==> src/rtl/apb_master_bridge.sv <==
// apb_master_bridge: single-outstanding request port to APB master with address-decoded one-hot PSEL,
// PREADY wait states, access timeout and decode-error responses.
module apb_master_bridge #(
  parameter int SEL_LSB = 12,
  parameter int SEL_BITS = 2,
  parameter logic [31-SEL_LSB-SEL_BITS:0] BASE_HI = '0,
  parameter int TIMEOUT = 16,
  localparam int NUM_SLV = 2**SEL_BITS
) (
  input  logic                   PCLK,
  input  logic                   PRESETn,
  input  logic                   req,
  input  logic                   req_write,
  input  logic [31:0]            req_addr,
  input  logic [31:0]            req_wdata,
  output logic                   req_ready,
  output logic                   rsp_valid,
  output logic [31:0]            rsp_rdata,
  output logic                   rsp_err,
  output logic [31:0]            PADDR,
  output logic                   PWRITE,
  output logic [31:0]            PWDATA,
  output logic                   PENABLE,
  output logic [NUM_SLV-1:0]     PSEL,
  input  logic [32*NUM_SLV-1:0]  PRDATA_all,
  input  logic [NUM_SLV-1:0]     PREADY_all
);
  localparam int CW = TIMEOUT > 0 ? $clog2(TIMEOUT + 1) : 1;
  typedef enum logic [1:0] {IDLE, SETUP, ACCESS} state_t;
  state_t state, state_nxt;
  logic [SEL_BITS-1:0] slv;
  logic [CW-1:0] cnt, cnt_nxt;
  logic accept, dec_err, ready, timeout, done;
  always_comb begin
    accept = state == IDLE && req;
    dec_err = req_addr[31:SEL_LSB+SEL_BITS] != BASE_HI;
    ready = state == ACCESS && PREADY_all[slv];
    cnt_nxt = cnt + CW'(1);
    timeout = TIMEOUT != 0 && cnt_nxt == CW'(TIMEOUT);
    done = state == ACCESS && (ready || timeout);
    state_nxt = state == IDLE ? (accept && !dec_err ? SETUP : IDLE) :
                state == SETUP ? ACCESS : (done ? IDLE : ACCESS);
    req_ready = state == IDLE;
    PENABLE = state == ACCESS;
    PSEL = state == IDLE ? '0 : NUM_SLV'(1) << slv;
  end
  always_ff @(posedge PCLK or negedge PRESETn)
    if (!PRESETn) state <= IDLE;
    else state <= state_nxt;
  // PREADY beats a coincident timeout, so the error path requires !ready.
  always_ff @(posedge PCLK or negedge PRESETn)
    if (!PRESETn) begin
      PADDR <= '0;
      PWRITE <= 1'b0;
      PWDATA <= '0;
      slv <= '0;
      cnt <= '0;
      rsp_valid <= 1'b0;
      rsp_err <= 1'b0;
      rsp_rdata <= '0;
    end else begin
      rsp_valid <= done || (accept && dec_err);
      rsp_err <= (done && !ready) || (accept && dec_err);
      rsp_rdata <= ready && !PWRITE ? PRDATA_all[slv*32 +: 32] : '0;
      cnt <= state == ACCESS ? cnt_nxt : '0;
      if (accept) begin
        PADDR <= req_addr;
        PWRITE <= req_write;
        PWDATA <= req_wdata;
        slv <= req_addr[SEL_LSB +: SEL_BITS];
      end
    end
endmodule
==> config.mk <==
export PLATFORM = sky130hd
export DESIGN_NAME = apb_master_bridge
export DESIGN_NICKNAME = d
export VERILOG_FILES = /design/src/rtl/apb_master_bridge.sv
export SDC_FILE = /design/constraint.sdc
export NUM_CORES = 1
export LEC_CHECK = 0
export ABC_AREA = 1
export CORE_MARGIN = 2
export CORE_UTILIZATION = 38
export CTS_CLUSTER_SIZE = 20
export DETAILED_ROUTE_END_ITERATION = 12
export GPL_ROUTABILITY_DRIVEN = 0
export PLACE_DENSITY = 0.86
export SYNTH_ARGS = -nofsm -noshare
export SYNTH_HDL_FRONTEND = slang
export SYNTH_SLANG_ARGS = --single-unit
export TNS_END_PERCENT = 1
==> constraint.sdc <==
create_clock -name PCLK -period 1.6 [get_ports PCLK]
set_input_delay 0.24 -clock PCLK [delete_from_list [all_inputs] [get_ports PCLK]]
set_output_delay 0.24 -clock PCLK [all_outputs]
set_load 0.01 [all_outputs]
Word-level counts from Yosys, hierarchy flattened
Cells that the tools add are included.

cells by class
  $add $sub $neg = 1
  $lt $le $gt $ge = 1
  eq/ne operators = 3
  shifts and indexed selects = 2
  mux-type cells = 9
  reductions and logical operators = 15

operator list
  cell                                                 number
  variable part select 128 x 8 -> 32 bit               1
  two-way mux 32 bit                                   1
  nonzero test 18 bit                                  1
  logical AND 1 bit                                    7
  two-way mux 2 bit                                    3
  adder 5 x 1 -> 5 bit (second input constant)         1
  == test 5 bit (second input constant)                1
  two-way mux 5 bit                                    1
  two-way mux 4 bit                                    1
  left shift 1 x 2 -> 4 bit (first input constant)     1
  logical NOT 1 bit                                    3
  logical OR 1 bit                                     3
  < comparator 2 x 3 -> 1 bit (second input constant)  1
  binary-select mux 1 bit (select 2 bit)               1
  == test 2 x 1 -> 1 bit (second input constant)       1
  == test 2 bit (second input constant)                1
  logical NOT 2 bit                                    1
  two-way mux 1 bit                                    2

storage, ports and cells
  register bits after elaboration = 108
  input bits = 200
  output and inout bits = 105
  logic and storage cells = 40

Logic depth before layout (Yosys ltp)
Gate-level depths: netlist of run 1.

  word-level depth = 8
  mapped depth = 9
  depth with buffers taken out = 8

Worst setup path before layout of run 1
Ideal clock, no wire load.

  path kind = register -> output
  start = register PADDR[12] (netlist name)
  end = output port PSEL[0]
  data arrival time = 1.137 ns
  data required time = 1.360 ns
  slack = 0.223 ns
  cell stages (with the launch flop) = 5
  cell sequence = dfrtp_1 > buf_6 > buf_6 > buf_4 > nor3_1

RTL lines
  what           line  source
  end, declared  24    output logic [NUM_SLV-1:0] PSEL,

Worst setup path after layout of run 1
  start = register state[0]
  end = output port PENABLE

on the way
  longest elaborated chain between the ends = 1

ends and longest elaborated chain
  what                    line  source
  start, declared         30    state_t state, state_nxt;
  start signal, assigned  49    else state <= state_nxt;
  == test 2 bit           44    PENABLE = state == ACCESS;
  end, declared           23    output logic PENABLE,

Every way passes these cells.

==> flow_summary.yaml, run 1 <==
status:
  status: "finished, final reports clean"
sta:
  min_period_ns: 1.54
  setup_violations: 0
  fmax_mhz: 649
  tightest_slew_ns: 0.285
  clock_skew_ns: 0.00842
  hold_viol_final: 0
  worst_hold_slack_ns: 0.328
  period_share_pct: 96.4
  max_slew_margin_pct: 81.0
  slew_violations: 0
  setup_tns_ns: 0
  setup_slack_ns: 0.0584
floorplanning:
  io_pins: 305
  start_util_pct: 38.5
  die_y_um: 119
  rows: 42
  die-width_um: 119
  design.core.area_um2: 13100
  die_area_um2: 14200
critical_path:
  r2r_cells: 9
  crit_family: "buffers and inverters"
  crit_buf_inv: 2
  cp.arrival_ns: 1.30
  cpMaxStageDelayCell: "dfrtp_1"
  critPathLaunchType: "flip-flop"
  criticalPathCategory: "reg -> out"
  crit_path_max_fanout: 2
  slowest_delay_ns: 0.41
  required_ns: 1.36
  crit_chain: "buf_4 -> nor2_4 -> dlygate4sd2_1"
  end_kind: "output port"
  worst-path-stages: 3
detailed_routing:
  wirelength_mm: 16.8
  vias_per_cell: 4.60
  ant_nets: 0
  routedWlPerCell_um: 14.7
  vias: 5265
  drt-initial-drc-count: 327
  drc: 0
  drtPass1Iterations: 4
layout:
  final_util_pct: 65.9
  design_area_um2: 8630
  antenna_cells: 0
  fin_nets: 1164
  drive_gt1_share_pct: 6.51
  seq_area_um2: 2660
  multi_input_area_um2: 2070
  syn_to_final_growth_pct: 71.4
  stdcell_count: 1144
  fillCellCount: 1068
yosys:
  yosysUniqueCellTypes: 22
  ys_ff_latch: 106
  syn_inst: 661
  netlist_area_um2: 5040
  synthTopCellsByCount: "nand2_1 (332), dfrtp_1 (106), nor2_1 (72), a21oi_1 (65), buf_2 (14)"
  ys.warnings.count: 0
  syn-num-nets: 862
  synthFlopType: "dfrtp_1"
  async_flop_share_pct: 100
  yosysTopAreaCell: "dfrtp_1"
  synth_area_leaders: "dfrtp_1 (53%), nand2_1 (25%), a21oi_1 (6.5%)"
  syn_area_per_cell_um2: 7.62
  ys_seq_area_share_pct: 52.7
  synth_most_common_cell: "nand2_1"
  yosysTopAreaCellShare_pct: 52.7
  synth_edf_count: 0
grt:
  overflow: 0
  grtUsageTotal_pct: 23.7
  grt_pass1_vias: 5251
  grt_max_degree: 52
  grt_antenna_before_repair: 0
  grt_pass1_wl_mm: 26.7
clock_tree:
  cts_buffer_depth: 2
  htreeDepth: 3
  cts_tree: "built"
  path_clk_slew_ns: 0.07
  cts.sinks: 106
  clk-insertion-delay-late_ns: 0.33
  numCtsBuffers: 9
  cts-root-buf: "clkbuf_16"
power:
  power_density_nw_per_um2: 789
  vdd_ir_drop_max_mv: 0.707
  finalPower_mw: 6.81
  p_leak_nw: 4.04
place:
  dpl_cell_area_um2: 8290
  dp_slack_ns: 0.0267
  post-dp-hpwl_mm: 12.6
  numPlacedInstances: 1124
  portBuffers: 304
hold_path:
  min_path_type: "in -> async"
flow_run:
  drv_cap: 0
[flip-flops by register name, summed over array words and instances (netlist names)]
name       count
PADDR         32
state          2
rsp_rdata     32
rsp_valid      1
rsp_err        1
cnt            5
PWRITE         1
PWDATA        32
[worst register-to-register path, delay by kind of cell, from the launching register on]
family        cells  cell delay [ns]
buf+inv           3             0.47
flops             1             0.46
simple gates      6             0.45
[logic make-up after synthesis]
| family | share of synthesized area [%] |
|---|---|
| compound gates | 7.25 |
| simple gates | 33.5 |
| buf+inv | 6.36 |
| fa+ha+maj | 0.248 |
| flops | 52.7 |
[where the power goes]
part	internal, mW	switching, mW	total (mW)
sequential	2.83	0.0914	2.92
clock	1.24	1.01	2.24
combinational	0.935	0.715	1.65
total	5.00	1.81	6.81
[path summary, 6_finish.rpt]
kind                                           endpoint  slack, ns              startpoint
min in group PCLK                PWDATA[29]$_DFFE_PN0P_       0.44           req_wdata[29]
max in group asynchronous         PADDR[12]$_DFFE_PN0P_       0.76                 PRESETn
worst min-delay path             PWDATA[13]$_DFFE_PN0P_       0.33                 PRESETn
worst max register to register  rsp_rdata[30]$_DFF_PN0_       0.14   PADDR[12]$_DFFE_PN0P_
worst max-delay path                            PENABLE       0.06      state[0]$_DFF_PN0_
worst min register to register   PWDATA[25]$_DFFE_PN0P_       0.48  PWDATA[25]$_DFFE_PN0P_
[cell usage in the layout (no fill, tap or decap), types with 2 or more instances in the layout]
cell type,Yosys,routed
a21oi_1,65,65
buf_12,0,8
buf_4,10,16
clkbuf_16,0,9
clkdlybuf4s15_1,0,4
clkdlybuf4s50_1,0,295
clkinvlp_4,0,2
dfrtp_1,106,104
dfrtp_2,0,2
dlygate4sd2_1,0,2
inv_1,11,11
inv_2,2,2
nand2_1,332,332
nand2_2,2,2
nand3_1,5,5
nor2_1,72,72
nor2_2,10,10
nor2_4,2,2
nor3_1,4,3
o21ai_0,2,2
o21ai_1,6,6
[area by class of cell]
class	instances	share of cell area [%]
repair buffers	329	38.6
flip-flops and latches	106	30.8
multi-input cells	503	24.0
clock buffers	10	2.65
well taps	176	2.55
clock inverters	6	0.855
inverters	14	0.638
[metal layers]
layer  GRT usage [%]  up-vias  part of all wire [%]
met5               0        -                     0
met3            6.90       19                    10
li1                -     2638                     -
met2            41.9      215                    50
met1            28.0     2393                    39
met4            6.99        0                   1.5
[repair_timing]
action	CTS	global route
hold endpoints to repair	18	0
gates cloned	0	0
setup buffers	1	2
resized for setup	12	8
hold buffers	1	0
pin swaps	0	1
setup endpoints to repair	8	12
Note: power is estimated with default switching activity, not from simulation.
==> run 2: changes to the inputs <==
- PLACE_DENSITY: 0.86 -> unset
- PLACE_DENSITY_LB_ADDON: unset -> 0.3
==> flow_summary.yaml, run 2 (synthesis gave the netlist of run 1 again) <==
floorplanning:
  die_area_um2: 14200
  io_pins: 305
  start_util_pct: 38.5
  die-width_um: 119
  design.core.area_um2: 13100
  die_y_um: 119
  rows: 42
status:
  failed_checks: "setup timing"
  status: "finished with violations"
power:
  power_density_nw_per_um2: 780
  vdd_ir_drop_max_mv: 0.513
  p_leak_nw: 4.02
sta:
  max_slew_margin_pct: 72.9
  slew_violations: 0
  setup_tns_ns: -0.00449
  clock_skew_ns: 0.00959
  worst_hold_slack_ns: 0.333
  setup_slack_ns: -0.00449
  hold_viol_final: 0
  fmax_mhz: 623
  tightest_slew_ns: 0.406
  setup_violations: 1
  min_period_ns: 1.60
  rsz0062_at_grt: "yes"
  period_share_pct: 100
layout:
  reg_top3: "PADDR (32), PWDATA (32), rsp_rdata (32)"
  design_area_um2: 8590
  drive_gt1_share_pct: 6.43
  seq_area_um2: 2660
  final_common_cell: "nand2_1"
  final_cell_mix: "nand2_1 (332), clkdlybuf4s50_1 (294), dfrtp_1 (104), nor2_1 (72), a21oi_1 (65)"
  multi_input_area_um2: 2080
  syn_to_final_growth_pct: 70.5
  fin_nets: 1160
  antenna_cells: 0
  fillCellCount: 1110
clock_tree:
  cts.sinks: 106
  cts-root-buf: "clkbuf_16"
  clk-insertion-delay-late_ns: 0.34
  htreeDepth: 3
  cts_tree: "built"
  path_clk_slew_ns: 0.08
  numCtsBuffers: 9
  cts_buffer_depth: 2
place:
  dp_slack_ns: 0.0190
  post-dp-hpwl_mm: 12.5
  dpl_cell_area_um2: 8270
  portBuffers: 304
critical_path:
  cp.arrival_ns: 1.36
  worst-r2r-setup-slack_ns: 0.13
  criticalPathCategory: "reg -> out"
  rr_startpoint: "PADDR[12]$_DFFE_PN0P_"
  r2r_cells: 9
  critPathLaunchType: "flip-flop"
  end_kind: "output port"
  reg2reg_to: "rsp_rdata[25]$_DFF_PN0_"
  required_ns: 1.36
  crit_path_max_fanout: 4
grt:
  grt_max_degree: 47
  grt_antenna_before_repair: 0
  grt_pass1_wl_mm: 26.7
  overflow: 0
  grtUsageTotal_pct: 23.8
  grt_pass1_vias: 5202
flow_run:
  drv_cap: 0
detailed_routing:
  vias_per_cell: 4.63
  drt-initial-drc-count: 267
  drtPass1Iterations: 5
  vias: 5276
  drc: 0
  ant_nets: 0
  wirelength_mm: 17.0
  routedWlPerCell_um: 14.9
hold_path:
  min_path_type: "in -> async"
run 2: where the power goes:
| group | internal (mW) | total, mW | switching, mW | leakage, nW |
|---|---|---|---|---|
| registers | 2.83 | 2.92 | 0.0914 | 1.36 |
| logic | 0.918 | 1.64 | 0.720 | 2.52 |
| clock network | 1.09 | 2.14 | 1.05 | 0.138 |
run 2: area by class of cell:
type	count	share of cell area [%]
repair buffers	325	38.3
multi-input cells	503	24.2
clock buffers	10	2.67
clock inverters	6	0.714
well taps	176	2.56
inverters	14	0.670
flip-flops and latches	106	30.9
run 2: worst max path at each step:
stage / startpoint / to / slack, ns / cells after the start
5_1_grt: PADDR[13]$_DFFE_PN0P_ / PSEL[2] / -0.09 / 3
6_report: PADDR[12]$_DFFE_PN0P_ / PSEL[0] / -0.004 / 2
2_1_floorplan: PADDR[12]$_DFFE_PN0P_ / PSEL[0] / 0.22 / 4
3_3_place_gp: PADDR[12]$_DFFE_PN0P_ / PSEL[3] / -0.03 / 3
4_1_cts: PADDR[12]$_DFFE_PN0P_ / PSEL[3] / -0.09 / 3
3_5_place_dp: PADDR[12]$_DFFE_PN0P_ / PSEL[3] / 0.02 / 3
run 2: metrics by stage:
step           std cells  total power, mW  util, %
2_1_floorplan        661             3.60        -
3_3_place_gp        1123             4.59     63.2
3_5_place_dp        1123             4.61     63.2
4_1_cts             1140             6.78     65.5
5_1_grt             1140             7.05     65.6
6_report            1140             6.70     65.6
run 2: repair_timing:
action	in CTS	in global routing
hold buffers	1	0
gates cloned	0	0
hold endpoints to repair	19	0
setup buffers	0	0
resized for setup	16	8
setup endpoints to repair	9	6
run 2: worst max-delay path, stage by stage (launching register included):
cell           delay [ns]
dfrtp_2              0.47
nor3_2               0.26
dlygate4sd2_1        0.30
run 2: per-layer routing:
layer	track usage (%)	up-vias	wire length, um
li1	-	2628	-
met5	0	-	0
met3	8.86	14	1820
met1	29.4	2408	6930
met2	39.8	226	8050
met4	5.36	0	191
